[config.mk]
export PLATFORM = sky130hd
export DESIGN_NAME = mem_dados_arb
export DESIGN_NICKNAME = d
export VERILOG_FILES = /design/src/rtl/mem_dados_arb_pkg.sv /design/src/rtl/mem_dados_arb_rr_arb2.sv /design/src/rtl/mem_dados_arb.sv
export SDC_FILE = /design/constraint.sdc
export NUM_CORES = 1
export LEC_CHECK = 0
export CAP_MARGIN = 20
export CORE_AREA = 2 2 70 72
export CTS_BUF_LIST = sky130_fd_sc_hd__clkbuf_8
export DETAILED_ROUTE_END_ITERATION = 8
export DIE_AREA = 0 0 72 74
export PLACE_DENSITY_LB_ADDON = 0.2
export RECOVER_POWER = 50
export SETUP_SLACK_MARGIN = 0.15
export SKIP_CTS_REPAIR_TIMING = 1
export SLEW_MARGIN = 20
export SYNTH_ARGS = -nofsm -noshare
export SYNTH_HDL_FRONTEND = slang
export SYNTH_SLANG_ARGS = --single-unit
[constraint.sdc]
create_clock -name clock -period 1.3 [get_ports clock]
set_input_delay 0.195 -clock clock [delete_from_list [all_inputs] [get_ports clock]]
set_output_delay 0.195 -clock clock [all_outputs]
set_load 0.02 [all_outputs]
[src/rtl/mem_dados_arb_pkg.sv]
// mem_dados_arb_pkg: shared types for the two-port data-memory arbiter.
// Holds the FSM state enum, requester ids (A=0, B=1) and default widths.
package mem_dados_arb_pkg;

   localparam int unsigned ADDR_W_DEF = 8;
   localparam int unsigned DATA_W_DEF = 8;

   typedef enum logic [1:0] {
      IDLE  = 2'd0,
      SERVE = 2'd1,
      RESP  = 2'd2
   } arb_state_e;

   typedef enum logic {
      REQ_A = 1'b0,
      REQ_B = 1'b1
   } req_id_e;

endpackage

[src/rtl/mem_dados_arb_rr_arb2.sv]
// rr_arb2: combinational two-way round-robin winner select.
// Ports: req_a/req_b requests, last_gnt previous owner -> win.
module rr_arb2
   import mem_dados_arb_pkg::*;
(
   input  logic    req_a,
   input  logic    req_b,
   input  req_id_e last_gnt,
   output req_id_e win
);

   always_comb begin
      win = REQ_A;
      if (req_a && req_b) begin
         win = (last_gnt == REQ_A) ? REQ_B : REQ_A;
      end else if (req_b) begin
         win = REQ_B;
      end
   end

endmodule

[src/rtl/mem_dados_arb.sv]
// mem_dados_arb: IDLE->SERVE->RESP arbiter giving requesters A/B a data memory.
// Ports: clock, reset_n (sync, low), req/we/addr/wdata per side, gnt/ack, rdata,
// MemWrite/MemRead/endereco/dado_in/dado_out memory side.
// Optional MEM_ARB_LOCK_EN adds lock_a/lock_b to keep ownership across accesses.
module mem_dados_arb
   import mem_dados_arb_pkg::*;
#(
   parameter int ADDR_W = ADDR_W_DEF,
   parameter int DATA_W = DATA_W_DEF
) (
   input  logic              clock,
   input  logic              reset_n,
`ifdef MEM_ARB_LOCK_EN
   input  logic              lock_a,
   input  logic              lock_b,
`endif
   input  logic              req_a,
   input  logic              req_b,
   input  logic              we_a,
   input  logic              we_b,
   input  logic [ADDR_W-1:0] addr_a,
   input  logic [ADDR_W-1:0] addr_b,
   input  logic [DATA_W-1:0] wdata_a,
   input  logic [DATA_W-1:0] wdata_b,
   output logic              gnt_a,
   output logic              gnt_b,
   output logic              ack_a,
   output logic              ack_b,
   output logic [DATA_W-1:0] rdata,
   output logic              MemWrite,
   output logic              MemRead,
   output logic [ADDR_W-1:0] endereco,
   output logic [DATA_W-1:0] dado_in,
   input  logic [DATA_W-1:0] dado_out
);

   arb_state_e        state_q, state_d;
   req_id_e           win_q, win_d;
   req_id_e           last_q, last_d;
   logic              we_q, we_d;
   logic [ADDR_W-1:0] addr_q, addr_d;
   logic [DATA_W-1:0] wdata_q, wdata_d;
   logic [DATA_W-1:0] rdata_q, rdata_d;
   req_id_e           rr_win;
   req_id_e           sel;

   rr_arb2 u_rr (
      .req_a    (req_a),
      .req_b    (req_b),
      .last_gnt (last_q),
      .win      (rr_win)
   );

`ifdef MEM_ARB_LOCK_EN
   logic lock_a_q, lock_a_d;
   logic lock_b_q, lock_b_d;

   // A lock taken in RESP overrides round-robin for the next IDLE only.
   always_comb begin
      sel = rr_win;
      if (lock_a_q && req_a && !(lock_b_q && req_b)) begin
         sel = REQ_A;
      end else if (lock_b_q && req_b && !(lock_a_q && req_a)) begin
         sel = REQ_B;
      end
   end
`else
   always_comb begin
      sel = rr_win;
   end
`endif

   always_comb begin
      state_d = state_q;
      win_d   = win_q;
      last_d  = last_q;
      we_d    = we_q;
      addr_d  = addr_q;
      wdata_d = wdata_q;
      rdata_d = rdata_q;
`ifdef MEM_ARB_LOCK_EN
      lock_a_d = lock_a_q;
      lock_b_d = lock_b_q;
`endif
      unique case (state_q)
         IDLE: begin
            if (req_a || req_b) begin
               state_d = SERVE;
               win_d   = sel;
               last_d  = sel;
               we_d    = (sel == REQ_A) ? we_a    : we_b;
               addr_d  = (sel == REQ_A) ? addr_a  : addr_b;
               wdata_d = (sel == REQ_A) ? wdata_a : wdata_b;
`ifdef MEM_ARB_LOCK_EN
               lock_a_d = 1'b0;
               lock_b_d = 1'b0;
`endif
            end
         end
         SERVE: begin
            state_d = RESP;
            if (!we_q) begin
               rdata_d = dado_out;
            end
         end
         RESP: begin
            state_d = IDLE;
`ifdef MEM_ARB_LOCK_EN
            lock_a_d = lock_a;
            lock_b_d = lock_b;
`endif
         end
         default: begin
            state_d = IDLE;
         end
      endcase
   end

   always_ff @(posedge clock) begin
      if (!reset_n) begin
         state_q <= IDLE;
         win_q   <= REQ_A;
         last_q  <= REQ_B;
         we_q    <= 1'b0;
         addr_q  <= '0;
         wdata_q <= '0;
         rdata_q <= '0;
      end else begin
         state_q <= state_d;
         win_q   <= win_d;
         last_q  <= last_d;
         we_q    <= we_d;
         addr_q  <= addr_d;
         wdata_q <= wdata_d;
         rdata_q <= rdata_d;
      end
   end

`ifdef MEM_ARB_LOCK_EN
   always_ff @(posedge clock) begin
      if (!reset_n) begin
         lock_a_q <= 1'b0;
         lock_b_q <= 1'b0;
      end else begin
         lock_a_q <= lock_a_d;
         lock_b_q <= lock_b_d;
      end
   end
`endif

   assign gnt_a = (state_q != IDLE) && (win_q == REQ_A);
   assign gnt_b = (state_q != IDLE) && (win_q == REQ_B);
   assign ack_a = (state_q == RESP) && (win_q == REQ_A);
   assign ack_b = (state_q == RESP) && (win_q == REQ_B);

   // Gating with reset_n kills the write on an edge where reset is sampled.
   assign MemWrite = (state_q == SERVE) && we_q && reset_n;
   assign MemRead  = (state_q == SERVE) && !we_q && reset_n;

   assign endereco = addr_q;
   assign dado_in  = wdata_q;
   assign rdata    = rdata_q;

endmodule

==> results.yml, run 1 <==
sta:
  tightest_slew_ps: 378
  fin_crit_ps: 1350
  hold_viol: 0
  finalSetupViolations: 4
  hold_ws_ps: 200
  period_share_pct: 104
  max-slew-margin-rel_pct: 74.8
  maxSlewViolCount: 0
  fin_ws_ps: -54.6
  fmax_mhz: 738
  fin_skew_ps: 3.63
  rsz0062_at_grt: "yes"
  setup_tns_ps: -99.0
synth:
  yosys-top-cells-count: "34 x nand2_1, 29 x dfxtp_1, 18 x a21oi_1, 10 x a311oi_2, 9 x nor2_1"
  synthCells: 146
  synth.most_common_cell: "nand2_1"
  ys_top_cells_by_area: "dfxtp_1 43%, a311oi_2 11%, nand2_1 9.6%, a21oi_1 6.7%, mux2i_1 6.0%"
  syn_area_sq_um: 1340
  synth_top_area_cell: "dfxtp_1"
  synth.net_count: 192
  syn_area_per_cell_sq_um: 9.15
  synth-edff-count: 0
  ys_types: 26
  ys_warn_count: 0
  async_flop_share_pct: 0
  synthFlopType: "dfxtp_1"
  ys_seq_area_share_pct: 43.4
  synth_top_area_share_pct: 43.4
  ys_ff_latch: 29
finish:
  final_core_util_pct: 53.5
  drive_gt1_share_pct: 26.8
  fin_nets: 284
  fin_cells: 293
  syn_to_final_growth_pct: 84.2
  n_antenna_cell: 0
floorplan:
  die_y_um: 74
  design.core.area_sq_um: 4600
  die-area_sq_um: 5330
  io_pins: 76
  rows: 25
  start_util_pct: 29.1
  dieWidth_um: 72
cts:
  h-tree-depth: 2
  path_clk_slew_ps: 60
  root_buffer: "clkbuf_8"
  clockBufferDepth: 2
  clkLatencyLatePin_ps: 280
  cts_tree: "yes"
  clkSinkCount: 29
  cts_buffers: 5
run:
  drv_cap: 0
detailed_routing:
  drtAntennaViolNets: 0
  dr.pass1.iters: 4
  vias: 1378
  drc: 0
  drt_iter0_markers: 45
  wire_per_inst_um: 14.2
  viasPerCell: 4.70
  drt-total-wl_um: 4160
placement:
  gp_congestion: 0.666
  hpwl_um: 2680
  numPortBuffers: 75
  dp_cells: 280
grt:
  grt_pass1_vias: 1384
  grt_max_degree: 26
  overflow: 0
  grt_usage_pct: 14.6
  grt_pass1_wl_um: 6150
  antenna_found_initial: 0
hold_path:
  hp-class: "input port to flip-flop"
run_status:
  status: "finished with violations"
  violations: "negative setup slack"
critical_path:
  required_ps: 1110
  arrival_ps: 1160
  path_class: "flip-flop to output port"
  cp-start-kind: "flip-flop"
  end_kind: "output port"
  worstPathMaxFanout: 5
pwr:
  peakVddDrop_mv: 0.480
  p_leak_nw: 1.13
  power_density_nw_per_um2: 1070
-- final timing paths --
kind / to / cells past startpoint / slack, ps / startpoint
worst max-delay path: ack_a / 4 / -50 / state_q[0]
worst min-delay path: state_q[1] / 3 / 200 / reset_n
worst min register to register: state_q[1] / 1 / 430 / state_q[1]
worst max register to register: rdata[1] / 6 / -30 / state_q[1]
-- kinds of logic after synthesis --
family | count (synthesis) | synth area share, %
simple gates | 56 | 18.5
compound gates | 40 | 25.7
flops | 29 | 43.4
buf+inv | 13 | 6.37
mux | 8 | 5.99
-- metal layers --
layer / vias up / global-route usage (%) / part of all wire [%]
met1: 616 / 17.2 / 43
met3: 0 / 7.32 / 10
met5: - / 0 / 0
li1: 703 / - / -
met2: 59 / 24.6 / 46
met4: 0 / 2.73 / 0
-- metrics by stage --
stage	setup WS (ps)	power, mW	instance area, sq um
after floorplan	155	1.46	1340
after global placement	-662	1.87	2230
after detailed placement	-694	1.87	2230
after CTS	-694	2.58	2310
after global routing	-109	2.78	2460
final	-54.6	2.64	2460
-- worst max-delay path, stage by stage, from the launching register on --
cell	delay, ps
dfxtp_2	320
buf_6	120
buf_4	130
nor3b_2	150
buf_4	170
-- sequential cells by signal (all words and copies together) (netlist names) --
name and cells:
rdata 8, last_q 1, endereco 8, dado_in 8, state_q 2, we_q 1
win_q 1
-- power by group --
part	internal, mW	switching (mW)	total (mW)
registers	0.979	0.0516	1.03
clock network	0.362	0.339	0.702
logic	0.486	0.419	0.905
total	1.83	0.810	2.64
-- cell usage in the layout (no fill, tap or decap), drive strengths merged, types with 3 or more instances in the layout --
cell type / n
nor3b: 3
dfxtp: 29
a21oi: 18
mux2i: 8
nand2: 34
clkdlybuf4s50: 42
clkbuf: 22
buf: 25
nor2: 10
dlymetal6s2s: 13
a311oi: 17
-- final cells by class --
cell class / count / area [sq um]
repair buffers: 97 / 975
clock inverters: 3 / 13.8
clock buffers: 5 / 68.8
multi-input cells: 104 / 749
fillers: 454 / 2140
inverters: 1 / 3.75
well taps: 54 / 67.6
flip-flops and latches: 29 / 583
Note: power is estimated with default switching activity, not from simulation.
==> run 2: changes to the inputs <==
Settings changed: CORE_AREA 2 2 70 72 to 2 2 63 80, DIE_AREA 0 0 72 74 to 0 0 65 82.
==> run 2 against run 1 <==
  * The flow still finishes with violations (negative setup slack)
  * Total power is 17% higher
  * Worst setup slack worse by 120 ps
  * Utilization is 4.4 points higher
  * Clock-buffer cell count stayed put
  * Die area hardly changed
  * Maximum frequency is 8.3% lower
  * Clock skew is 4.7 ps higher
  * Sequential cell count stayed put
  * Critical path depth stayed put
  * First-iteration DRC count is 53% lower
  * Sequential power hardly changed
  * Critical path type unchanged
==> results.yml, run 2 (synthesized netlist as in run 1, its figures left out) <==
run_status:
  status: "finished with violations"
  violations: "negative setup slack"
finish:
  n_fill_cell: 424
  final_core_util_pct: 57.9
  n_antenna_cell: 0
  fin_nets: 289
  drive_gt1_share_pct: 27.9
  syn_to_final_growth_pct: 98.9
  layout_commonest_cell: "clkdlybuf4s50_1"
  mostFrequentLayoutCells: "42 x clkdlybuf4s50_1, 34 x nand2_1, 27 x dfxtp_1, 27 x dlymetal6s2s_1, 18 x a21oi_1"
floorplan:
  dieWidth_um: 65
  die_y_um: 82
  design.core.area_sq_um: 4590
  die-area_sq_um: 5330
  io_pins: 76
  start_util_pct: 29.1
  rows: 28
placement:
  hpwl_um: 2730
  numPortBuffers: 75
  gp_congestion: 0.713
pwr:
  combPwrFrac_pct: 30.5
  pwr-share-clk_pct: 36.2
  p_switching_mw: 0.827
  seq_power_share_pct: 33.3
  peakVddDrop_mv: 0.731
  power_density_nw_per_um2: 1160
  p_leak_nw: 1.42
  intPower_mw: 2.26
  p_sw_share_pct: 26.8
grt:
  grtUsageMet3_pct: 6.85
  overflow: 0
  met1_usage_pct: 15.8
  grt_usage_pct: 15.3
  grt_use_met2_pct: 27.8
  gr-max-usage-layer: "met2"
  grt_max_degree: 26
  grt_pass1_wl_um: 6270
  antenna_found_initial: 0
  grt_pass1_vias: 1391
detailed_routing:
  dr.pass1.iters: 4
  viasPerCell: 4.59
  drc: 0
  wire_per_inst_um: 14.0
  drt_iter0_markers: 21
  drtAntennaViolNets: 0
  vias: 1395
  drt-total-wl_um: 4250
sta:
  fin_skew_ps: 8.36
  fin_crit_ps: 1480
  tightest_slew_ps: 357
  rsz0062_at_grt: "yes"
  period_share_pct: 114
  finalSetupViolations: 20
  hold_ws_ps: 280
  fmax_mhz: 677
  fin_ws_ps: -178
  hold_viol: 0
  max-slew-margin-rel_pct: 76.2
  maxSlewViolCount: 0
critical_path:
  startpoint: "state_q[1]"
  r2r-end: "rdata[6]"
  arrival_ps: 1280
  path_class: "flip-flop to output port"
  worstPathMaxFanout: 3
  ff2ff_setup_slack_ps: -70
  crit_end: "MemRead"
  end_kind: "output port"
  cp-start-kind: "flip-flop"
  worstRegToRegCells: 6
  r2r_start: "state_q[1]"
  required_ps: 1110
hold_path:
  hp-class: "input port to flip-flop"
cts:
  path_clk_slew_ps: 70
  clkLatencyLatePin_ps: 280
  h-tree-depth: 2
  cts_tree: "yes"
  clkSinkCount: 29
  root_buffer: "clkbuf_8"
  cts_buffers: 5
  clockBufferDepth: 2
run:
  drv_cap: 0
-- run 2: cell types whose count changed in the layout (fill, tap and decap cells not counted), moves of 2 or more --
cell,change
buf_4,+6
buf_6,+3
bufinv_16,+2
clkbuf_16,-2
dlymetal6s2s_1,+14
buf_8,-2
nor3b_4,+3
a311oi_2,-2
nor3b_2,-3
clkbuf_1,-14
a311oi_1,+2
-- run 2: cell type report --
| class | instances | area (sq um) | area share (%) |
|---|---|---|---|
| repair buffers | 102 | 1110 | 41.8 |
| multi-input cells | 104 | 751 | 28.2 |
| flip-flops and latches | 29 | 583 | 21.9 |
| well taps | 60 | 75.1 | 2.82 |
| clock buffers | 5 | 68.8 | 2.59 |
| clock inverters | 3 | 65.1 | 2.45 |
| inverters | 1 | 3.75 | 0.141 |
-- run 2: worst min path at each step --
| stage | from | end | slack, ps | depth (start not counted) |
|---|---|---|---|---|
| after global placement | state_q[1] | state_q[1] | 450 | 1 |
| after global routing | reset_n | last_q | 300 | 3 |
| final | reset_n | last_q | 280 | 3 |
| after floorplan | reset_n | last_q | 270 | 1 |
| after CTS | state_q[1] | state_q[1] | 450 | 1 |
| after detailed placement | state_q[1] | state_q[1] | 440 | 1 |
-- run 2: power by group through the flow --
stage                     registers, mW  clock network, mW  logic, mW
after floorplan                    1.14                  0      0.321
after global placement             1.04                  0      0.835
after detailed placement           1.04                  0      0.837
after CTS                          1.03               1.15      0.840
after global routing               1.04               1.19       1.01
final                              1.03               1.12      0.941
-- run 2: per-stage QoR --
step / setup slack [ps] / area (sq um) / power (mW) / std cells / setup TNS, ps
2_1_floorplan: 155 / 1340 / 1.46 / 146 / 0
3_3_place_gp: -670 / 2260 / 1.88 / 287 / -7190
3_5_place_dp: -691 / 2260 / 1.88 / 287 / -7560
4_1_cts: -722 / 2390 / 3.01 / 295 / -9130
5_1_grt: -254 / 2660 / 3.24 / 304 / -2240
6_report: -178 / 2660 / 3.09 / 304 / -668
-- run 2: per-layer routing --
layer | routed length [um] | share of wire (%) | vias to the layer above
met2 | 2240 | 53 | 55
met3 | 306 | 7.2 | 3
met4 | 36 | 0.85 | 0
met1 | 1670 | 39 | 627
met5 | 0 | 0 | -
li1 | - | - | 710
-- run 2: worst max-delay path, stage by stage, from the launching register on --
cell and delay, ps:
dfxtp_2 330, buf_6 110, nor3b_4 210, nor2b_2 190, buf_4 150
